==> config.mk <==
export PLATFORM = sky130hd
export DESIGN_NAME = lu_bit_serial_ctrl
export DESIGN_NICKNAME = d
export VERILOG_FILES = /design/src/rtl/lu_pkg.sv /design/src/rtl/lu_bit_serial_ctrl.sv
export SDC_FILE = /design/constraint.sdc
export NUM_CORES = 1
export LEC_CHECK = 0
export CAP_MARGIN = 25
export CORE_ASPECT_RATIO = 0.75
export CORE_MARGIN = 8
export CORE_UTILIZATION = 45
export DETAILED_ROUTE_END_ITERATION = 6
export PLACE_DENSITY = 0.82
export SLEW_MARGIN = 20
export SYNTH_ARGS = -nofsm -noshare
export SYNTH_HDL_FRONTEND = slang
export SYNTH_SLANG_ARGS = --single-unit
==> constraint.sdc <==
create_clock -name clk -period 1.5 [get_ports clk]
set_input_delay 0.15 -clock clk [delete_from_list [all_inputs] [get_ports clk]]
set_output_delay 0.15 -clock clk [all_outputs]
set_load 0.02 [all_outputs]
==> src/rtl/lu_pkg.sv <==
// Shared logic-unit definitions: sequencer state encoding, default width,
// and the 2:1 mux truth table used by benches that model the gate-level mux.
package lu_pkg;

    typedef enum logic [1:0] {
        ST_IDLE  = 2'd0,
        ST_SHIFT = 2'd1,
        ST_DONE  = 2'd2
    } lu_state_e;

    localparam int LU_WIDTH = 8;

    // Indexed by {sel, b, a}; bit value is z = sel ? b : a.
    localparam logic [7:0] LU_MUX_TT = 8'hCA;

endpackage

==> src/rtl/lu_bit_serial_ctrl.sv <==
// Bit-serial sequencer around the 1-bit 2:1 mux: latches an operand pair,
// streams it LSB-first into the mux and reassembles the mux output as a word.
module lu_bit_serial_ctrl
    import lu_pkg::*;
#(
    parameter int WIDTH = LU_WIDTH
) (
    input  logic             clk,
    input  logic             reset,
    input  logic             in_valid,
    output logic             in_ready,
    input  logic [WIDTH-1:0] in_a,
    input  logic [WIDTH-1:0] in_b,
    input  logic [WIDTH-1:0] in_sel,
    output logic             mux_a,
    output logic             mux_b,
    output logic             mux_sel,
    input  logic             mux_z,
    output logic             out_valid,
    input  logic             out_ready,
    output logic [WIDTH-1:0] out_data,
    output logic             busy
);

    localparam int              CW   = $clog2(WIDTH);
    localparam logic [CW-1:0]   LAST = CW'(WIDTH - 1);

    lu_state_e        r_state;
    lu_state_e        w_state_nxt;
    logic [CW-1:0]    r_cnt;
    logic [WIDTH-1:0] r_a;
    logic [WIDTH-1:0] r_b;
    logic [WIDTH-1:0] r_sel;
    logic [WIDTH-1:0] r_res;
    logic             w_accept;
    logic             w_last;
    logic             w_shift;

    assign w_shift  = (r_state == ST_SHIFT);
    assign w_accept = (r_state == ST_IDLE) && in_valid;
    assign w_last   = (r_cnt == LAST);

    always_ff @(posedge clk or posedge reset) begin
        if (reset) begin
            r_state <= ST_IDLE;
        end else begin
            r_state <= w_state_nxt;
        end
    end

    always_comb begin
        w_state_nxt = r_state;
        case (r_state)
            ST_IDLE: begin
                if (in_valid) begin
                    w_state_nxt = ST_SHIFT;
                end
            end
            ST_SHIFT: begin
                if (w_last) begin
                    w_state_nxt = ST_DONE;
                end
            end
            ST_DONE: begin
                if (out_ready) begin
                    w_state_nxt = ST_IDLE;
                end
            end
            default: w_state_nxt = ST_IDLE;
        endcase
    end

    // The counter parks on the last bit rather than wrapping; the next
    // acceptance clears it anyway.
    always_ff @(posedge clk or posedge reset) begin
        if (reset) begin
            r_cnt <= '0;
            r_a   <= '0;
            r_b   <= '0;
            r_sel <= '0;
            r_res <= '0;
        end else if (w_accept) begin
            r_cnt <= '0;
            r_a   <= in_a;
            r_b   <= in_b;
            r_sel <= in_sel;
            r_res <= '0;
        end else if (w_shift) begin
            r_res[r_cnt] <= mux_z;
            if (!w_last) begin
                r_cnt <= r_cnt + 1'b1;
            end
        end
    end

    // Mux drive comes only from registers, so there is no in_* to mux_* path.
    assign mux_a     = w_shift & r_a[r_cnt];
    assign mux_b     = w_shift & r_b[r_cnt];
    assign mux_sel   = w_shift & r_sel[r_cnt];

    assign in_ready  = (r_state == ST_IDLE);
    assign out_valid = (r_state == ST_DONE);
    assign busy      = (r_state != ST_IDLE);
    assign out_data  = r_res;

endmodule

# Word-level counts from Yosys, hierarchy flattened
# Index checks and enable logic that the tools add are counted.
[word_totals] ff_bits=37 elab_cells=44 out_inout_bits=14
[classes] n_eq_ne=7 n_reduce_logical=7 magnitude_cmp=2 muxes=18 bitwise=3 addsub=1
[ops] op="$mux 8" count=2
[ops] op="$bmux 1 s3" count=3
[ops] op="$mux 3" count=3
[ops] op="$bwmux 8" count=1
[ops] op="$mux 2" count=3
[ops] op="$ne 2x2->1 const B" count=3
[ops] op="$pmux 2 s3" count=1
[ops] op="$lt 3x4->1 const B" count=1
[ops] op="$mux 1" count=4
[ops] op="$reduce_bool 2->1" count=2
[ops] op="$add 3x1->3 const B" count=1
[ops] op="$and 1x1->1" count=3
[ops] op="$demux 1 s3" count=1
[ops] op="$eq 3x3->1 const B" count=1
[ops] op="$ge 3x1->1 const B" count=1
[ops] op="$reduce_and 3->1" count=1
[ops] op="$eq 2x1->1 const B" count=1
[ops] op="$eq 2x2->1 const B" count=1
[ops] op="$logic_and 1x1->1" count=2
[ops] op="$logic_not 2->1" count=1
[ops] op="$ne 2x1->1 const B" count=1
[ops] op="$reduce_and 2->1" count=1

# Logic depth before layout (Yosys ltp)
# Gate-level depths: netlist of run 1.
[depth] depth_word=7 mapped_depth=6 mapped_depth_nobuf=5

# Worst setup path after synthesis of run 1
# OpenSTA, ideal clock, no wires.
[synth_path] path_kind="flip-flop to flip-flop" from="reg r_state[1]" to="reg r_a[0]" setup_time_ns=0.125 t_arrival_ns=1.386 t_required_ns=1.375 path_slack_ns=-0.012 path_stages_with_launch=7 n_path_buf=3 cell_sequence="dfrtp_1 > buf_6 > nor2_4 > and2_4 > buf_6 > buf_6 > mux2_4"
[synth_between] elab_chain_cells=2
[synth_lines] element="from (decl)" line_no="lu_bit_serial_ctrl.sv:28" source="lu_state_e r_state;"
[synth_lines] element="from (signal assigned)" line_no="lu_bit_serial_ctrl.sv:47" source="r_state <= w_state_nxt;"
[synth_lines] element="$logic_not 2->1"
[synth_lines] element="net in_ready" line_no="lu_bit_serial_ctrl.sv:11" source="output logic in_ready,"
[synth_lines] element="$logic_and 1x1->1" line_no="lu_bit_serial_ctrl.sv:40" source="assign w_accept = (r_state == ST_IDLE) && in_valid;"
[synth_lines] element="to (signal assigned)" line_no="lu_bit_serial_ctrl.sv:84" source="r_a <= in_a;"
[synth_lines] element="to (decl)" line_no="lu_bit_serial_ctrl.sv:31" source="logic [WIDTH-1:0] r_a;"
# The timed path passes the listed nets, and every way through them passes these cells.
# A chain may end at the register's enable or synchronous reset.

# Worst setup path after layout of run 1
[layout_path] from="reg r_cnt[0]" to="out mux_b"
[layout_between] elab_chain_cells=3
[layout_lines] element="from (decl)" line_no="lu_bit_serial_ctrl.sv:30" source="logic [CW-1:0] r_cnt;"
[layout_lines] element="from (signal assigned)" line_no="lu_bit_serial_ctrl.sv:91" source="r_cnt <= r_cnt + 1'b1;"
[layout_lines] element="$bmux 1 s3" line_no="lu_bit_serial_ctrl.sv:98" source="assign mux_b = w_shift & r_b[r_cnt];"
[layout_lines] element="$mux 1 (implied by the code)" line_no="lu_bit_serial_ctrl.sv:98"
[layout_lines] element="$and 1x1->1" line_no="lu_bit_serial_ctrl.sv:98"
[layout_lines] element="to (decl)" line_no="lu_bit_serial_ctrl.sv:16" source="output logic mux_b,"
# Every way passes these cells. The select of a mux whose other input is x is not followed.

==> results of run 1 <==
[area by class of cell]
cell class / instances / area, sq um
Fill cell: 309 / 1336
Tap cell: 55 / 68.82
Clock buffer: 7 / 86.33
Timing Repair Buffer: 71 / 711.9
Sequential cell: 37 / 927.1
Multi-Input combinational cell: 98 / 915.9
Inverter: 2 / 7.507
[cell usage in the layout, fill, tap and decap left out, drive strengths merged]
cell type	n
nand3b	1
nand4	2
a21oi	9
and3b	1
nand2b	3
a22o	5
o21ai	9
o21a	3
nand3	6
dfrtp	37
clkbuf	8
nor3b	1
dlygate4sd2	1
nor2	3
clkdlybuf4s50	36
clkdlybuf4s15	2
nand2	2
o22ai	6
buf	31
and2	1
ha	2
or2	1
o21bai	1
or3b	1
mux2	25
nor2b	4
mux2i	12
inv	2
[stage by stage]
step                      hold slack [ns]  area (sq um)
after CTS                          0.2791          2628
final                              0.2687          2718
after floorplan                    0.2980          1896
after global placement             0.4966          2489
after detailed placement           0.4941          2489
after global routing               0.3441          2718
[layer usage]
metal,vias up,GRT usage
met5,-,0
met4,0,0.06872
met1,685,0.1607
met3,9,0.04948
met2,60,0.2319
li1,668,-
[timing repair]
item / in CTS / in global routing
gates cloned: 0 / 1
hold buffers: 0 / 0
setup buffers: 3 / 3
resized for setup: 29 / 15
pin swaps: 8 / 5
setup endpoints to repair: 12 / 36
endpoints found under the hold margin: 0 / 0
[registers in the layout, summed over array words and instances (netlist names)]
register,cells
out_data,8
r_a,8
r_b,8
r_cnt,3
r_sel,8
r_state,2
[power by group]
group	switching, W	total, W	leakage (nW)	internal, W
registers	0.000304	0.00178	0.450	0.00147
clock network	0.000334	0.000698	0.0443	0.000364
logic	0.00141	0.00336	0.710	0.00194
total	0.00205	0.00584	1.20	0.00378
[cell usage after synthesis (all sizes together), types with 2 or more instances]
| cell | number |
|---|---|
| dfrtp | 37 |
| mux2 | 25 |
| mux2i | 12 |
| a21oi | 9 |
| buf | 9 |
| o21ai | 9 |
| nand3 | 6 |
| o22ai | 6 |
| a22o | 5 |
| nor2b | 4 |
| nand2b | 3 |
| nor2 | 3 |
| o21a | 3 |
| clkbuf | 2 |
| ha | 2 |
| inv | 2 |
| nand2 | 2 |
| nand4 | 2 |
[worst min-delay path by stage]
stage,from,end,slack [ns],cells past startpoint
finish,reset,r_a[0],0.27,3
floorplan,in_a[0],r_a[0],0.30,1
global route,reset,r_a[1],0.34,3
global placement,r_a[6],r_a[6],0.50,1
CTS,reset,r_sel[1],0.28,3
detailed placement,r_a[5],r_a[5],0.49,1
[worst max-delay path, cell delays in order (launching register included)]
cell,delay (ns)
sky130_fd_sc_hd__dfrtp_2,0.44
sky130_fd_sc_hd__buf_12,0.15
sky130_fd_sc_hd__buf_6,0.11
sky130_fd_sc_hd__mux2i_1,0.16
sky130_fd_sc_hd__o22ai_1,0.11
sky130_fd_sc_hd__o21a_1,0.20
sky130_fd_sc_hd__buf_6,0.13
[logic make-up after synthesis]
kind of cell             count (synthesis)  share of synthesized area
AND/OR/NAND/NOR                         26                    0.08713
flip-flops                              37                     0.4884
multiplexers                            37                     0.2554
buffers and inverters                   13                    0.04950
adder cells (fa/ha/maj)                  2                    0.01320
AO/OA/AOI/OAI                           33                     0.1063
==> results.txt, run 1 <==
Outcome - complete, but fails checks
Violations in the final reports - negative setup slack
Area enclosed by the die boundary - 6567 sq um
Clock buffer count from CTS - 5
DP Cell Count - 256
Number of standard-cell rows in the floorplan - 20
Number of buffers on the longest clock path - 2
Met3 routed wirelength - 322 um
Endpoint of the most critical setup path - mux_b
Post-synthesis cell type with the largest combined area - sky130_fd_sc_hd__dfrtp_1
Pin count of the biggest net entering global routing - 38
Slew Viols, Final - 0
Area overhead of the layout relative to synthesis - 43.37%
Peak VDD IR - 0.001178 V
Overall die width - 90.95 um
Number of iterations in the first detailed-routing pass - 4
Total power draw - 0.005836 W
Top layer in use - met4
Clock root buffer - sky130_fd_sc_hd__clkbuf_8
Post-Layout Cell Count - 270
Sum of net half-perimeters after detailed placement - 3284 um
Main area contributors after synthesis - sky130_fd_sc_hd__dfrtp_1, sky130_fd_sc_hd__mux2_4, sky130_fd_sc_hd__mux2i_1
Antenna violations before repair - 0
Synthesized cell area - 1896 sq um
DR WL met2 - 2167 um
I/O pin count - 43
Worst-path maximum fanout - 8
Worst-path clk slew - 0.07 ns
Global-route usage over all layers - 0.1408
Top-area cell type share of the netlist area - 0.4884
Total power per unit cell area - 2147 nW/um^2
Fin crit period - 1.747 ns
Synth cell types - 29
Cell count after synthesis - 148
Max Clock Skew - 0.007075 ns
Nets@finish - 246
Worst path setup slack after routing - -0.2473 ns
Last weighted congestion value of the routability-driven placer - 0.8979
Worst relative slew slack - 0.6870
Leftover overflow at the end of global routing - 0
Share of flip-flops with an asynchronous set or reset after synthesis - 1.000
Clock latency on the worst-skew pair - 0.29 ns
Nature of the critical path startpoint - register
Antenna Diode Count - 0
Drt drc - 0
Leak Pwr - 1.204 nW
Most instantiated flip-flop cell in the synthesis netlist - sky130_fd_sc_hd__dfrtp_1
Mean Syn Cell Area - 12.81 sq um
Sequential cell area fraction in the yosys report - 0.4884
Fraction of layout instances using a drive strength above 1 - 0.3488
Critical path startpoint - r_cnt[0]
Worst Setup Slack post-DPL - -0.2894 ns
Reg2Reg Capture Point - r_cnt[2]
Count of input and output buffers - 42
Summed negative setup slack over all endpoints - -0.8628 ns
DRT Wirelength - 4492 um
Logic depth of the worst register-to-register path - 6
Floorplan die height - 72.21 um
Met1 WL - 1938 um
Required time at the worst-slack endpoint - 1.35 ns
Category of the most critical setup path - register to primary output
Wire length of the first global-routing pass - 7424 um
Core Footprint - 4054 sq um
Arrival time of the worst setup path - 1.60 ns
Count of state elements after synthesis - 37
Vias/cell - 5.267
Final core utilization - 0.6704
Clock sink count - 37
Final worst-path cycle share - 1.165
Endpoint kind of the worst setup timing path - primary output
Register-to-register path setup slack - -0.09 ns
Initial core utilization - 0.4676
Hold Path Class - input pin to asynchronous set/reset pin
Starting DRC count in detailed routing - 135
ANT nets after route - 0
H-tree depth - 2
Wire length per cell - 16.64 um
Total number of vias - 1422
Hold Violations, Final - 0
Achievable frequency - 572.3 MHz
Number of global-route vias before repair - 1575
Number of endpoints failing setup at the final stage - 6
Setup repair after global routing missed its margin - true
Count of yosys warnings during synthesis - 0
Max-capacitance violation count - 0
Worst Tran Pin Value - 0.4696 ns
Clock tree from TritonCTS - done
Net count after synthesis - 179
Worst flop-to-flop path startpoint - r_cnt[0]
Number of flops mapped to enable cells by yosys - 0
Power figures use the tool's default switching activity.
==> inputs of run 2 (changes only) <==
- CORE_ASPECT_RATIO: 0.75 -> 0.8
==> results.txt, run 2 (synthesized netlist as in run 1, its figures left out) <==
Worst path setup slack after routing - -0.1459 ns (was -0.2473 ns)
Fraction of layout instances using a drive strength above 1 - 0.3598 (was 0.3488)
Achievable frequency - 607.6 MHz (was 572.3 MHz)
Starting DRC count in detailed routing - 49 (was 135)
ANT nets after route - 0 (unchanged)
Critical path startpoint - r_cnt[0] (unchanged)
Total power per unit cell area - 2113 nW/um^2 (was 2147 nW/um^2)
Worst-path maximum fanout - 7 (was 8)
Setup repair after global routing missed its margin - true (unchanged)
Wire length per cell - 16.17 um (was 16.64 um)
Number of buffers inserted for hold repair after clock tree synthesis - 0 (unchanged)
Arrival time of the worst setup path - 1.50 ns (was 1.60 ns)
Required time at the worst-slack endpoint - 1.35 ns (about the same)
Max-capacitance violation count - 0 (unchanged)
Leak Pwr - 1.194 nW (was 1.204 nW)
Footprint of the flip-flops and latches - 925.9 sq um (was 927.1 sq um)
Most used cells in the layout excluding fill and tap cells - sky130_fd_sc_hd__dfrtp_1, sky130_fd_sc_hd__clkdlybuf4s50_1, sky130_fd_sc_hd__mux2_4 (was sky130_fd_sc_hd__clkdlybuf4s50_1, sky130_fd_sc_hd__dfrtp_1, sky130_fd_sc_hd__mux2_4)
Summed negative setup slack over all endpoints - -0.5667 ns (was -0.8628 ns)
Area of the multi-input gates - 933.4 sq um (was 915.9 sq um)
Number of standard-cell rows in the floorplan - 21 (was 20)
Antenna Diode Count - 0 (unchanged)
Sum of net half-perimeters after detailed placement - 3141 um (was 3284 um)
Core Footprint - 4125 sq um (was 4054 sq um)
Worst Tran Pin Value - 0.4671 ns (was 0.4696 ns)
Pin count of the biggest net entering global routing - 38 (unchanged)
Worst Setup Slack post-DPL - -0.2912 ns (was -0.2894 ns)
Clock root buffer - sky130_fd_sc_hd__clkbuf_8 (unchanged)
Reg2Reg Capture Point - r_cnt[0] (was r_cnt[2])
Initial core utilization - 0.4595 (was 0.4676)
Logic depth of the worst register-to-register path - 6 (unchanged)
Area overhead of the layout relative to synthesis - 42.97% (was 43.37%)
I/O pin count - 43 (unchanged)
Number of filler instances in the final layout - 328 (was 309)
Clock latency on the worst-skew pair - 0.30 ns (was 0.29 ns)
Commonest non-fill, non-tap cell in the layout - sky130_fd_sc_hd__dfrtp_1
Hold Violations, Final - 0 (unchanged)
Slew Viols, Final - 0 (unchanged)
Vias/cell - 5.236 (was 5.267)
Count of input and output buffers - 42 (unchanged)
Area enclosed by the die boundary - 6558 sq um (was 6567 sq um)
Leftover overflow at the end of global routing - 0 (unchanged)
Number of global-route vias before repair - 1486 (was 1575)
Clock sink count - 37 (unchanged)
Hold Path Class - input pin to asynchronous set/reset pin (unchanged)
Peak VDD IR - 0.001357 V (was 0.001178 V)
Nets@finish - 244 (was 246)
Violations in the final reports - negative setup slack (unchanged)
DRT Wirelength - 4383 um (was 4492 um)
Number of iterations in the first detailed-routing pass - 4 (unchanged)
Wire length of the first global-routing pass - 7107 um (was 7424 um)
Worst flop-to-flop path startpoint - r_cnt[0] (unchanged)
Max Clock Skew - 0.006528 ns (was 0.007075 ns)
Floorplan die height - 74.05 um (was 72.21 um)
Drt drc - 0 (unchanged)
Nature of the critical path startpoint - register (unchanged)
Number of buffers on the longest clock path - 2 (unchanged)
Clock buffer count from CTS - 5 (unchanged)
Register-to-register path setup slack - -0.07 ns (was -0.09 ns)
Fin crit period - 1.646 ns (was 1.747 ns)
Last weighted congestion value of the routability-driven placer - 0.8318 (was 0.8979)
Worst relative slew slack - 0.6886 (was 0.6870)
Worst-path clk slew - 0.08 ns (was 0.07 ns)
Total power draw - 0.005726 W (was 0.005836 W)
Endpoint kind of the worst setup timing path - primary output (unchanged)
Overall die width - 88.57 um (was 90.95 um)
Outcome - complete, but fails checks (unchanged)
Antenna violations before repair - 0 (unchanged)
Clock tree from TritonCTS - done (unchanged)
H-tree depth - 2 (unchanged)
Number of endpoints failing setup at the final stage - 6 (unchanged)
Total number of vias - 1419 (was 1422)
Final worst-path cycle share - 1.097 (was 1.165)
Category of the most critical setup path - register to primary output (unchanged)
Global-route usage over all layers - 0.1410 (was 0.1408)
-- run 2: through the flow --
| stage | util | instances | area, sq um | hold slack, ns |
|---|---|---|---|---|
| after floorplan | - | 148 | 1896 | 0.2980 |
| after global placement | 0.6002 | 256 | 2476 | 0.4901 |
| after detailed placement | 0.6002 | 256 | 2476 | 0.5006 |
| after CTS | 0.6375 | 267 | 2630 | 0.2736 |
| after global routing | 0.6570 | 271 | 2710 | 0.3207 |
| final | 0.6570 | 271 | 2710 | 0.2576 |
-- run 2: final cells by class --
| class | instances | area share |
|---|---|---|
| well taps | 57 | 0.02632 |
| repair buffers | 69 | 0.2530 |
| inverters | 2 | 0.002770 |
| multi-input cells | 98 | 0.3444 |
| flip-flops and latches | 37 | 0.3416 |
| clock buffers | 5 | 0.02539 |
| clock inverters | 3 | 0.006464 |
-- run 2: repair_timing --
action,CTS,global route
gates cloned,1,1
pin swaps,6,12
setup endpoints to repair,16,32
resized for setup,33,17
setup buffers,2,6
endpoints found under the hold margin,0,0
-- run 2: report_power, final --
part	switching, W	leakage, nW	internal, W	total, W
sequential	0.000298	0.451	0.00147	0.00177
clock	0.000380	0.0439	0.000321	0.000701
combinational	0.00137	0.699	0.00188	0.00326
-- run 2: worst max path at each step --
stage | endpoint | slack (ns) | depth (start not counted)
floorplan | r_a[0] | 0.01 | 6
global placement | mux_b | -0.29 | 4
detailed placement | mux_b | -0.29 | 4
CTS | mux_a | -0.23 | 6
global route | mux_a | -0.21 | 5
finish | mux_a | -0.15 | 5
-- run 2: per-layer routing --
metal | GRT usage | vias up | share of wire
met5 | 0 | - | 0
met4 | 0.04486 | 0 | 0.013
met3 | 0.04857 | 5 | 0.054
met2 | 0.2316 | 34 | 0.48
met1 | 0.1694 | 714 | 0.46
li1 | - | 666 | -
-- run 2: worst max-delay path: stages (launching register included) --
cell and delay [ns]:
sky130_fd_sc_hd__dfrtp_1 0.38, sky130_fd_sc_hd__buf_6 0.17, sky130_fd_sc_hd__mux2i_2 0.21, sky130_fd_sc_hd__o22ai_1 0.09, sky130_fd_sc_hd__o21a_1 0.21, sky130_fd_sc_hd__buf_6 0.13
==> inputs of run 3 (changes only) <==
- clock period: 1.5 -> 1.4 ns (I/O delays scaled with it)
==> results.txt, run 3 (synthesized netlist as in run 1, its figures left out) <==
Hold Violations, Final - 0 (unchanged)
Required time at the worst-slack endpoint - 1.26 ns (was 1.35 ns)
Combinational cell fraction of total power - 0.593 (was 0.569)
Summed negative setup slack over all endpoints - -3.323 ns (was -0.5667 ns)
Global-route usage over all layers - 0.1522 (was 0.1410)
Worst-path maximum fanout - 6 (was 7)
Outcome - complete, but fails checks (unchanged)
H-tree depth - 2 (unchanged)
Endpoint kind of the worst setup timing path - primary output (unchanged)
Clock tree from TritonCTS - done (unchanged)
Worst relative slew slack - 0.7232 (was 0.6886)
Leak Pwr - 1.392 nW (was 1.194 nW)
Area overhead of the layout relative to synthesis - 55.25% (was 42.97%)
Slew Viols, Final - 0 (unchanged)
Logic depth of the worst register-to-register path - 6 (unchanged)
Category of the most critical setup path - register to primary output (unchanged)
Pin count of the biggest net entering global routing - 38 (unchanged)
Number of global-route vias before repair - 1582 (was 1486)
Final worst-path cycle share - 1.208
Number of buffers on the longest clock path - 2 (unchanged)
Count of input and output buffers - 42 (unchanged)
I/O pin count - 43 (unchanged)
Most used cells in the layout excluding fill and tap cells - sky130_fd_sc_hd__dfrtp_1, sky130_fd_sc_hd__buf_4, sky130_fd_sc_hd__clkdlybuf4s50_1 (was sky130_fd_sc_hd__dfrtp_1, sky130_fd_sc_hd__clkdlybuf4s50_1, sky130_fd_sc_hd__mux2_4)
Worst flop-to-flop path startpoint - r_cnt[0] (unchanged)
Reg2Reg Capture Point - r_cnt[2] (was r_cnt[0])
DP Cell Count - 271 (was 256)
Fraction of layout instances using a drive strength above 1 - 0.4487 (was 0.3598)
Violations in the final reports - negative setup slack (unchanged)
Fraction of power consumed by sequential logic - 0.285 (was 0.309)
Endpoint of the most critical setup path - mux_b (was mux_a)
Sum of net half-perimeters after detailed placement - 3190 um (was 3141 um)
Max Clock Skew - 0.006469 ns (was 0.006528 ns)
Floorplan die height - 74.05 um (unchanged)
Arrival time of the worst setup path - 1.55 ns (was 1.50 ns)
Final-layout worst hold slack - 0.2137 ns (was 0.2576 ns)
Antenna violations before repair - 0 (unchanged)
Int Pwr - 0.004361 W (was 0.003675 W)
DRT Wirelength - 4896 um (was 4383 um)
Nature of the critical path startpoint - register (unchanged)
Clock sink count - 37 (unchanged)
Wire length of the first global-routing pass - 7734 um (was 7107 um)
Core Footprint - 4125 sq um (unchanged)
Hold Path Class - input pin to asynchronous set/reset pin (unchanged)
Share of power burned in the clock network - 0.122 (about the same)
Worst path setup slack after routing - -0.2908 ns (was -0.1459 ns)
Worst Tran Pin Value - 0.4144 ns (was 0.4671 ns)
Area enclosed by the die boundary - 6558 sq um (unchanged)
Post-Layout Cell Count - 291 (was 271)
Initial core utilization - 0.4595 (unchanged)
Overall die width - 88.57 um (unchanged)
Register-to-register path setup slack - -0.19 ns (was -0.07 ns)
Achievable frequency - 591.4 MHz
Max-capacitance violation count - 0 (unchanged)
Number of buffers inserted for hold repair after clock tree synthesis - 0 (unchanged)
Nets@finish - 264 (was 244)
Clock latency on the worst-skew pair - 0.28 ns (was 0.30 ns)
Vias/cell - 5.038 (was 5.236)
ANT nets after route - 0 (unchanged)
Clock buffer count from CTS - 5 (unchanged)
Number of iterations in the first detailed-routing pass - 4 (unchanged)
Total power draw - 0.006699 W (was 0.005726 W)
Commonest non-fill, non-tap cell in the layout - sky130_fd_sc_hd__dfrtp_1 (unchanged)
Total number of vias - 1466 (was 1419)
Worst-path clk slew - 0.08 ns (about the same)
Number of filler instances in the final layout - 287 (was 328)
Setup repair after global routing missed its margin - true (unchanged)
Critical path startpoint - r_cnt[0] (unchanged)
Drt drc - 0 (unchanged)
Peak VDD IR - 0.001640 V (was 0.001357 V)
Leftover overflow at the end of global routing - 0 (unchanged)
Number of standard-cell rows in the floorplan - 21 (unchanged)
Last weighted congestion value of the routability-driven placer - 0.7584 (was 0.8318)
Number of endpoints failing setup at the final stage - 32 (was 6)
Antenna Diode Count - 0 (unchanged)
Clock root buffer - sky130_fd_sc_hd__clkbuf_8 (unchanged)
Total power per unit cell area - 2277 nW/um^2 (was 2113 nW/um^2)
Switching share of power - 0.3491 (was 0.3582)
Switching power - 0.002339 W (was 0.002051 W)
Wire length per cell - 16.82 um (was 16.17 um)
Fin crit period - 1.691 ns
Starting DRC count in detailed routing - 99 (was 49)
==> run 3: changes by cell type in the layout (fill, tap and decap cells not counted), moves of 2 or more <==
cell	delta
sky130_fd_sc_hd__buf_4	+12
sky130_fd_sc_hd__buf_12	+2
sky130_fd_sc_hd__o21ai_0	-5
sky130_fd_sc_hd__buf_6	+7
sky130_fd_sc_hd__dlymetal6s2s_1	+4
sky130_fd_sc_hd__clkdlybuf4s50_1	-8
sky130_fd_sc_hd__dlygate4sd2_1	+2
sky130_fd_sc_hd__clkbuf_8	+2
sky130_fd_sc_hd__o21ai_2	+4
==> run 3: what timing repair did <==
item | 4_1_cts | 5_1_grt
pin swaps | 9 | 13
cloned | 2 | 0
setup endpoints to repair | 41 | 44
setup buffers | 7 | 7
resized for setup | 55 | 34
==> run 3: worst min-delay path by stage <==
stage / endpoint / cells after the start
4_1_cts: out_data[7] / 3
2_1_floorplan: r_a[0] / 1
5_1_grt: out_data[0] / 3
3_5_place_dp: r_a[1] / 1
6_report: out_data[7] / 3
3_3_place_gp: r_sel[2] / 1
==> run 3: cell type report <==
class | instances | area (sq um) | share of cell area
multi-input cells | 98 | 960.9 | 0.3265
repair buffers | 89 | 875.8 | 0.2976
clock buffers | 7 | 96.34 | 0.03274
inverters | 2 | 7.507 | 0.002551
flip-flops and latches | 37 | 925.9 | 0.3146
clock inverters | 1 | 5.005 | 0.001701
well taps | 57 | 71.32 | 0.02423
==> run 3: routing by layer <==
metal	part of all wire	GRT usage	up-vias
li1	-	-	702
met1	0.45	0.1842	712
met2	0.50	0.2597	46
met3	0.045	0.03753	6
met4	0.0088	0.04860	0
met5	0	0	-
==> run 3: critical path, cell delays in order, from the launching register on <==
cell and delay (ns):
sky130_fd_sc_hd__dfrtp_1 0.42, sky130_fd_sc_hd__buf_6 0.17, sky130_fd_sc_hd__mux2i_2 0.24, sky130_fd_sc_hd__o22ai_1 0.10
sky130_fd_sc_hd__o21a_2 0.21, sky130_fd_sc_hd__buf_6 0.13
==> run 3: power groups by stage <==
stage               Sequential (W)  Combinational (W)  Clock [W]
finish                     0.00191            0.00397   0.000817
global placement           0.00187            0.00336          0
floorplan                  0.00190            0.00202          0
detailed placement         0.00190            0.00343          0
CTS                        0.00190            0.00380   0.000824
global route               0.00197            0.00424   0.000874
==> run 3: per-stage QoR <==
step / setup WS [ns] / util / area (sq um)
final: -0.2908 / 0.7134 / 2943
after global routing: -0.3231 / 0.7134 / 2943
after CTS: -0.2879 / 0.7003 / 2889
after detailed placement: -0.3780 / 0.6309 / 2603
after global placement: -0.3788 / 0.6309 / 2603
after floorplan: -0.08169 / - / 1904
